[src/rtl/servile_timer.sv]
// Machine timer: 64-bit mtime/mtimecmp with optional 8-bit prescaler, MTIME_HI read shadow and level IRQ on a Wishbone slave.
// Latency: ack and read data are registered one cycle after stb; the IRQ is registered one cycle behind mtime/mtimecmp.
// Backpressure: none; every request is acked on the next edge, and a held stb is acked on alternate cycles.
// Ports: i_clk / i_rst_n clock and asynchronous active-low reset; i_wb_adr/dat/sel/we/stb Wishbone request
//        (adr is the word address); o_wb_rdt / o_wb_ack registered read data and single-cycle ack;
//        o_timer_irq level interrupt to the core.
module servile_timer #(
    parameter logic [63:0] reset_cmp      = 64'hFFFF_FFFF_FFFF_FFFF,
    parameter bit          with_prescaler = 1'b1
) (
    input  logic        i_clk,
    input  logic        i_rst_n,
    input  logic [2:0]  i_wb_adr,
    input  logic [31:0] i_wb_dat,
    input  logic [3:0]  i_wb_sel,
    input  logic        i_wb_we,
    input  logic        i_wb_stb,
    output logic [31:0] o_wb_rdt,
    output logic        o_wb_ack,
    output logic        o_timer_irq
);

    localparam logic [2:0] ADR_MTIME_LO = 3'd0;
    localparam logic [2:0] ADR_MTIME_HI = 3'd1;
    localparam logic [2:0] ADR_CMP_LO   = 3'd2;
    localparam logic [2:0] ADR_CMP_HI   = 3'd3;
    localparam logic [2:0] ADR_CTRL     = 3'd4;
    localparam logic [2:0] ADR_STATUS   = 3'd5;

    logic [63:0] mtime;
    logic [63:0] mtime_nxt;
    logic [63:0] mtime_inc;
    logic [63:0] mtimecmp;
    logic [31:0] shadow;
    logic        en;
    logic [7:0]  div;
    logic [7:0]  pcnt;

    logic        access;
    logic        wr;
    logic        rd;
    logic        wr_mtime_lo;
    logic        wr_mtime_hi;
    logic        wr_cmp_lo;
    logic        wr_cmp_hi;
    logic        wr_ctrl;
    logic        tick;
    logic        cmp_hit;
    logic [31:0] ctrl_word;
    logic [31:0] ctrl_wr;
    logic [31:0] rd_mux;

    // Byte-lane merge for partial writes.
    function automatic logic [31:0] merge(input logic [31:0] old, input logic [31:0] dat,
                                          input logic [3:0] sel);
        logic [31:0] res;
        res = old;
        for (int k = 0; k < 4; k++) begin
            if (sel[k]) res[8*k +: 8] = dat[8*k +: 8];
        end
        return res;
    endfunction

    // A new access is only recognised while ack is low, so each request is seen exactly once.
    assign access      = i_wb_stb & ~o_wb_ack;
    assign wr          = access & i_wb_we;
    assign rd          = access & ~i_wb_we;
    assign wr_mtime_lo = wr && (i_wb_adr == ADR_MTIME_LO);
    assign wr_mtime_hi = wr && (i_wb_adr == ADR_MTIME_HI);
    assign wr_cmp_lo   = wr && (i_wb_adr == ADR_CMP_LO);
    assign wr_cmp_hi   = wr && (i_wb_adr == ADR_CMP_HI);
    assign wr_ctrl     = wr && (i_wb_adr == ADR_CTRL);

    assign tick      = en && (!with_prescaler || (pcnt == div));
    assign cmp_hit   = (mtime >= mtimecmp);
    assign ctrl_word = {16'h0000, div, 7'b0000000, en};
    assign ctrl_wr   = merge(ctrl_word, i_wb_dat, i_wb_sel);

    // A bus write to a half wins over the increment; when the low half is written,
    // the carry into the high half is dropped for that cycle.
    always_comb begin
        mtime_inc = mtime + 64'd1;
        mtime_nxt = mtime;
        if (tick) mtime_nxt[31:0] = mtime_inc[31:0];
        if (tick && !wr_mtime_lo) mtime_nxt[63:32] = mtime_inc[63:32];
        if (wr_mtime_lo) mtime_nxt[31:0] = merge(mtime[31:0], i_wb_dat, i_wb_sel);
        if (wr_mtime_hi) mtime_nxt[63:32] = merge(mtime[63:32], i_wb_dat, i_wb_sel);
    end

    always_comb begin
        rd_mux = 32'h0000_0000;
        case (i_wb_adr)
            ADR_MTIME_LO: rd_mux = mtime[31:0];
            ADR_MTIME_HI: rd_mux = shadow;
            ADR_CMP_LO:   rd_mux = mtimecmp[31:0];
            ADR_CMP_HI:   rd_mux = mtimecmp[63:32];
            ADR_CTRL:     rd_mux = ctrl_word;
            ADR_STATUS:   rd_mux = {31'h0, cmp_hit};
            default:      rd_mux = 32'h0000_0000;
        endcase
    end

    always_ff @(posedge i_clk or negedge i_rst_n) begin
        if (!i_rst_n) begin
            mtime       <= 64'h0;
            shadow      <= 32'h0;
            mtimecmp    <= reset_cmp;
            en          <= 1'b0;
            div         <= 8'h00;
            pcnt        <= 8'h00;
            o_wb_ack    <= 1'b0;
            o_wb_rdt    <= 32'h0;
            o_timer_irq <= 1'b0;
        end else begin
            o_wb_ack <= access;
            o_wb_rdt <= rd ? rd_mux : 32'h0;

            // Latch the high word together with the low-word read so MTIME_HI
            // returns a value coherent with the low word just returned.
            if (rd && (i_wb_adr == ADR_MTIME_LO)) shadow <= mtime[63:32];

            mtime <= mtime_nxt;

            if (wr_cmp_lo) mtimecmp[31:0]  <= merge(mtimecmp[31:0], i_wb_dat, i_wb_sel);
            if (wr_cmp_hi) mtimecmp[63:32] <= merge(mtimecmp[63:32], i_wb_dat, i_wb_sel);

            if (wr_ctrl) begin
                en  <= ctrl_wr[0];
                div <= with_prescaler ? ctrl_wr[15:8] : 8'h00;
            end

            // A CTRL write restarts the prescale phase.
            if (wr_ctrl) begin
                pcnt <= 8'h00;
            end else if (en) begin
                pcnt <= (pcnt == div) ? 8'h00 : pcnt + 8'd1;
            end

            o_timer_irq <= en & cmp_hit;
        end
    end

endmodule

[config.mk]
export PLATFORM = sky130hd
export DESIGN_NAME = servile_timer
export DESIGN_NICKNAME = d
export VERILOG_FILES = /design/src/rtl/servile_timer.sv
export SDC_FILE = /design/constraint.sdc
export NUM_CORES = 1
export LEC_CHECK = 0
export ABC_CLOCK_PERIOD_IN_PS = 2620
export CAP_MARGIN = 20
export CORE_MARGIN = 1.5
export CORE_UTILIZATION = 40
export CTS_CLUSTER_SIZE = 10
export DETAILED_ROUTE_END_ITERATION = 7
export GPL_ROUTABILITY_DRIVEN = 0
export PLACE_DENSITY_LB_ADDON = 0.2
export SLEW_MARGIN = 5
export SYNTH_ARGS = -nofsm -noshare
export SYNTH_HDL_FRONTEND = slang
export SYNTH_SLANG_ARGS = --single-unit
[constraint.sdc]
create_clock -name i_clk -period 2.62 [get_ports i_clk]
set_clock_uncertainty 0.2 [all_clocks]
set_input_delay 0.524 -clock i_clk [delete_from_list [all_inputs] [get_ports i_clk]]
set_output_delay 0.524 -clock i_clk [all_outputs]
set_load 0.01 [all_outputs]
Word-level counts from Yosys, hierarchy flattened
Cells that the tools add are included.
{ "totals": {"reg_bits": 211, "out_inout_bits": 34, "word_cells": 90, "in_bits": 43} }
{ "classes": {"mux": 13, "add_sub_neg": 2, "reduce_logical": 31, "n_bitwise": 6, "eq_ne": 14, "n_lt_le_gt_ge": 1} }
{ "op_table": {"columns": ["cell", "n"], "rows": [
  ["case mux 32 bit (6 select lines)", 1],
  ["two-way mux 32 bit", 5],
  ["adder 64 x 1 -> 64 bit (second input constant)", 1],
  ["greater-or-equal comparator 64 bit", 1],
  ["two-way mux 8 bit", 7],
  ["AND reduction 2 bit", 18],
  ["!= test 2 bit (second input constant)", 8],
  ["adder 8 x 1 -> 8 bit (second input constant)", 1],
  ["== test 8 bit", 1],
  ["logical AND 1 bit", 8],
  ["== test 3 x 2 -> 1 bit (second input constant)", 2],
  ["== test 3 bit (second input constant)", 2],
  ["nonzero test 2 bit", 3],
  ["AND 1 bit", 4],
  ["== test 3 x 1 -> 1 bit (second input constant)", 1],
  ["zero test 3 bit", 1],
  ["NOT 1 bit", 2],
  ["zero test 1 bit", 1]
]} }

Depth between registers and ports, before layout
{ "logic_depth": {"ltp_word": 8, "mapped_depth": 11, "mapped_depth_nobuf": 9} }

Least setup slack after synthesis
Ideal clock, no wire load.
{ "synth_path": {"path_kind": "input-to-reg", "from": "input port i_wb_adr[0]", "to": "register mtime[49]", "n_path_buf": 3, "setup_slack_ps": -80, "t_required_ps": 2283, "path_stages": 10, "setup_ps": 137, "t_arrival_ps": 2363, "path_cell_list": "buf_2 > nor3_1 > and2_1 > buf_2 > or4_1 > buf_2 > nor4_4 > nand2_1 > o211ai_1 > o311ai_1"} }
{ "synth_between": {"elab_chain_len": 6, "elab_cells_between_ends": 10, "cone_classes": "eq/ne (2); mux (1); reduce/logical (7)"} }
{ "synth_lines": {"columns": ["item", "line", "rtl"], "rows": [
  ["start: declaration", "13", "input logic [2:0] i_wb_adr,"],
  ["zero test 3 bit", "68", "assign wr_mtime_lo = wr && (i_wb_adr == ADR_MTIME_LO);"],
  ["logical AND 1 bit", "68", null],
  ["zero test 1 bit", "85", "if (tick && !wr_mtime_lo) mtime_nxt[63:32] = mtime_inc[63:32];"],
  ["logical AND 1 bit", "85", null],
  ["nonzero test 2 bit (no source line)", null, null],
  ["AND reduction 2 bit (no source line)", null, null],
  ["end signal: assignment", "122", "mtime <= mtime_nxt;"],
  ["end: declaration", "30", "logic [63:0] mtime;"]
]} }
Several ways; a longest one is shown, not always the timed one.
A chain may end at the register's enable or synchronous reset.

Worst setup path after layout
{ "layout_path": {"from": "register mtimecmp[15]", "to": "register o_wb_rdt[0]"} }
{ "layout_between": {"elab_chain_len": 3} }
{ "layout_lines": {"columns": ["item", "line", "rtl"], "rows": [
  ["start: declaration", "33", "logic [63:0] mtimecmp;"],
  ["start signal: assignment", "107", "mtimecmp <= reset_cmp;"],
  ["start signal: assignment", "124", "if (wr_cmp_lo) mtimecmp[31:0] <= merge(mtimecmp[31:0], i_wb_dat, i_wb_sel);"],
  ["greater-or-equal comparator 64 bit", "75", "assign cmp_hit = (mtime >= mtimecmp);"],
  ["case mux 32 bit (6 select lines)", "92", "case (i_wb_adr)"],
  ["two-way mux 32 bit", "116", "o_wb_rdt <= rd ? rd_mux : 32'h0;"],
  ["end signal: assignment", "116", null],
  ["end: declaration", "18", "output logic [31:0] o_wb_rdt,"]
]} }
Every way passes these cells.

==> metrics.md <==
| Metric | Value |
|---|---|
| Slew Viols, Final | `0` |
| Antenna-violating nets left | `0` |
| Gr ovfl total | `0` |
| Total die area | `0.03073 mm²` |
| Pwr Total | `11360 µW` |
| Top cell type's share of synthesized area | `30.98%` |
| # H-tree levels | `1` |
| Buffers & Inverters on Critical Path | `3` |
| Core area | `0.02894 mm²` |
| Maximum vdd drop | `0.0005671 V` |
| DRC viols | `0` |
| Worst setup path start | `mtimecmp[15]` |
| Pre-CTS setup slack | `-0.5616 ns` |
| Status | `finished, violations left` |
| Initial DRC Count | `950` |
| CP endpoint kind | `register` |
| Diode count | `0` |
| Clock transition at path regs | `0.06 ns` |
| DR WL/cell | `20.42 µm` |
| DRT Pass-1 Iters | `6` |
| Clock Tree Buf Depth | `3` |
| Initial Utilization | `41.04%` |
| Syn Std Cell Area | `0.01187 mm²` |
| # setup viols final | `17` |
| HPWL after DPL | `28.96 mm` |
| Failing checks | `setup timing` |
| Post-synthesis register bit count | `211` |
| Post-synthesis area per instance | `10.10 µm²` |
| Rel. slew slack | `59.30%` |
| Clock latency on the worst-skew pair | `0.54 ns` |
| Net Sw Frac | `31.43%` |
| CP endpoint | `o_wb_rdt[0]` |
| Worst R2R Path Depth | `10` |
| Detailed Route WL | `38.96 mm` |
| Initial antenna violation count | `0` |
| Storage element area | `0.005363 mm²` |
| Hold Path Stages | `1` |
| Max Freq | `356.9 MHz` |
| Cells after Synth | `1176` |
| Top-count cell post-synth | `dfrtp_1` |
| Post-Syn Nets | `1285` |
| Tmin final | `2.802 ns` |
| Worst r2r dst | `o_wb_rdt[0]` |
| Chip Width | `175.3 µm` |
| Yosys Warn Count | `0` |
| Worst R2R Start | `mtimecmp[15]` |
| Share of the core filled with cells | `57.32%` |
| Die H | `175.3 µm` |
| Critical setup path kind | `reg2reg` |
| Vias in the first global route | `10890` |
| Required @ worst endpoint | `2.89 ns` |
| Crit-path max FO | `2` |
| Worst hold path type | `reg2reg` |
| Cell variety after synth | `68` |
| Root Buffer | `clkbuf_16` |
| Tot GR Track Use | `25.65%` |
| CP delay by family, top | `compound AO/OA/AOI/OAI gates` |
| Vias | `10820` |
| Asr flop ratio synth | `100.0%` |
| Largest area contributor in the netlist | `dfrtp_1` |
| Unrepaired setup endpoints after global routing | `true` |
| Worst Tran Pin Value | `0.6090 ns` |
| Final worst-path cycle share | `106.9%` |
| Multi-input gate area | `0.006591 mm²` |
| CTS tree | `yes` |
| Via density | `5.673` |
| Filler cells | `2480` |
| Port Buffers | `76` |
| Logic pwr share | `32.2%` |
| Leak | `0.007325 µW` |
| # rows | `62` |
| Clk sinks | `211` |
| Final Hold Violating Endpoints | `0` |
| EDFF count, synth | `0` |
| Pwr per Cell Area | `684.9 mW/mm²` |
| PnR worst setup slack | `-0.1818 ns` |
| Slowest CP cell | `dfstp_2` |
| Max cap viols | `0` |
| Seq/Total Area, Yosys | `45.14%` |
| Top cells by instance count after synthesis | `dfrtp_1 (147), mux2_2 (102), nor2_1 (86)` |
| Worst-path cell chain | `inv_1, ha_4, nand4_1, buf_4, buf_4, a211oi_4, o31ai_4, a211oi_4, o2111ai_4, a21oi_2` |
| Crit path depth | `10` |
| First-pass GRT wire length | `61.42 mm` |
| Crit path launch type | `register` |
| Internal Power | `7789 µW` |
| Top FF cell, synth | `dfrtp_1` |
| Switching power of the nets | `3570 µW` |
| Nets | `1613` |
| I/O Pins | `77` |
| Synth area leaders | `dfrtp_1 (31%), dfstp_2 (14%), mux2_2 (9.7%)` |
| Largest net degree at the start of global routing | `61` |
| Area delta synth->final | `39.68%` |
| Seq pwr share | `37.7%` |
| Crit path DAT | `3.07 ns` |
| R2r setup slk | `-0.18 ns` |
| Clock power frac | `30.1%` |
| Share of layout cells above drive strength 1 | `38.45%` |
| Crit-path max cell delay | `0.54 ns` |
| Cts bufs inserted | `26` |
## metrics by stage
step	std cells	instance area (µm²)	hold WS [ns]	TNS [ns]
finish	1908	16590	0.2547	-1.116
global route	1908	16590	0.2794	-3.571
CTS	1900	16230	0.2635	-2.108
detailed placement	1846	15060	0.2520	-27.80
global placement	1846	15060	0.2531	-27.10
floorplan	1176	11890	0.02841	0
## cell type report
class,instances,share of cell area [%]
flip-flops and latches,211,32.33
inverters,78,1.765
repair buffers,353,18.41
multi-input cells,834,39.74
clock buffers,48,4.851
well taps,384,2.897
## logic make-up (layout without fill, tap and decap cells)
| kind of cell | Yosys count | after routing | share of synthesized area [%] |
|---|---|---|---|
| buffers and inverters | 131 | 479 | 4.246 |
| xor gates and xnor gates | 14 | 14 | 1.033 |
| muxes | 120 | 120 | 11.22 |
| and+or+nand+nor | 363 | 363 | 15.86 |
| AOI/OAI and AO/OA | 271 | 271 | 15.54 |
| adders and majority gates | 66 | 66 | 6.955 |
| DFF | 211 | 211 | 45.14 |
## sequential cells by signal (all words and copies together), names as in the netlist
signal,cells
mtime,64
mtimecmp,64
o_wb_rdt,32
shadow,32
div,8
pcnt,8
en,1
o_timer_irq,1
o_wb_ack,1
## how the worst min path moves through the flow
stage,from,to
finish,o_wb_ack,o_wb_ack
CTS,o_wb_ack,o_wb_ack
detailed placement,o_wb_ack,o_wb_ack
global route,o_wb_ack,o_wb_ack
floorplan,i_rst_n,div[0]
global placement,o_wb_ack,o_wb_ack
## power by group through the flow
stage               Sequential [µW]  Combinational [µW]  Clock, µW
CTS                            4260                3510       3490
global placement               4280                3220          0
floorplan                      4330                1540          0
detailed placement             4290                3280          0
finish                         4280                3660       3420
global route                   4350                4000       3620
## metal layers
metal / track usage, % / up-vias / wire length [µm]
met5: 0 / - / 0
met4: 6.410 / 0 / 954
met3: 4.221 / 61 / 2673
met2: 41.73 / 405 / 18140
met1: 35.66 / 5311 / 17200
li1: - / 5047 / -
## cells in the final DEF, fill, tap and decap left out, types with 7 or more instances in the layout
cell type        count
a211oi_1            12
a21o_1              12
a21oi_1             69
a22oi_1             47
a311oi_1             7
and2_1               7
and3_1              21
and4_1              11
buf_12              12
buf_4              249
buf_6               15
clkbuf_1            16
clkbuf_16           27
clkdlybuf4s50_1     75
dfrtp_1            145
dfstp_2             64
ha_1                59
ha_4                 7
inv_1               70
inv_2                7
mux2_2             102
mux2i_1             15
nand2_1             84
nand3_1             31
nand4_1             40
nor2_1              80
nor3_1              27
nor3_2               8
nor4_4               7
o211ai_1            10
o21ai_0             18
o221a_2              9
o22ai_1             16
xnor2_2              8
## repair_timing
| action | CTS | global route |
|---|---|---|
| buffers inserted | 7 | 11 |
| endpoints found under the setup margin | 34 | 57 |
| pin swaps | 46 | 40 |
| hold buffers | 1 | 0 |
| gates resized for setup | 65 | 63 |
| hold endpoints to repair | 40 | 0 |
Note: power is estimated with default switching activity, not from simulation.
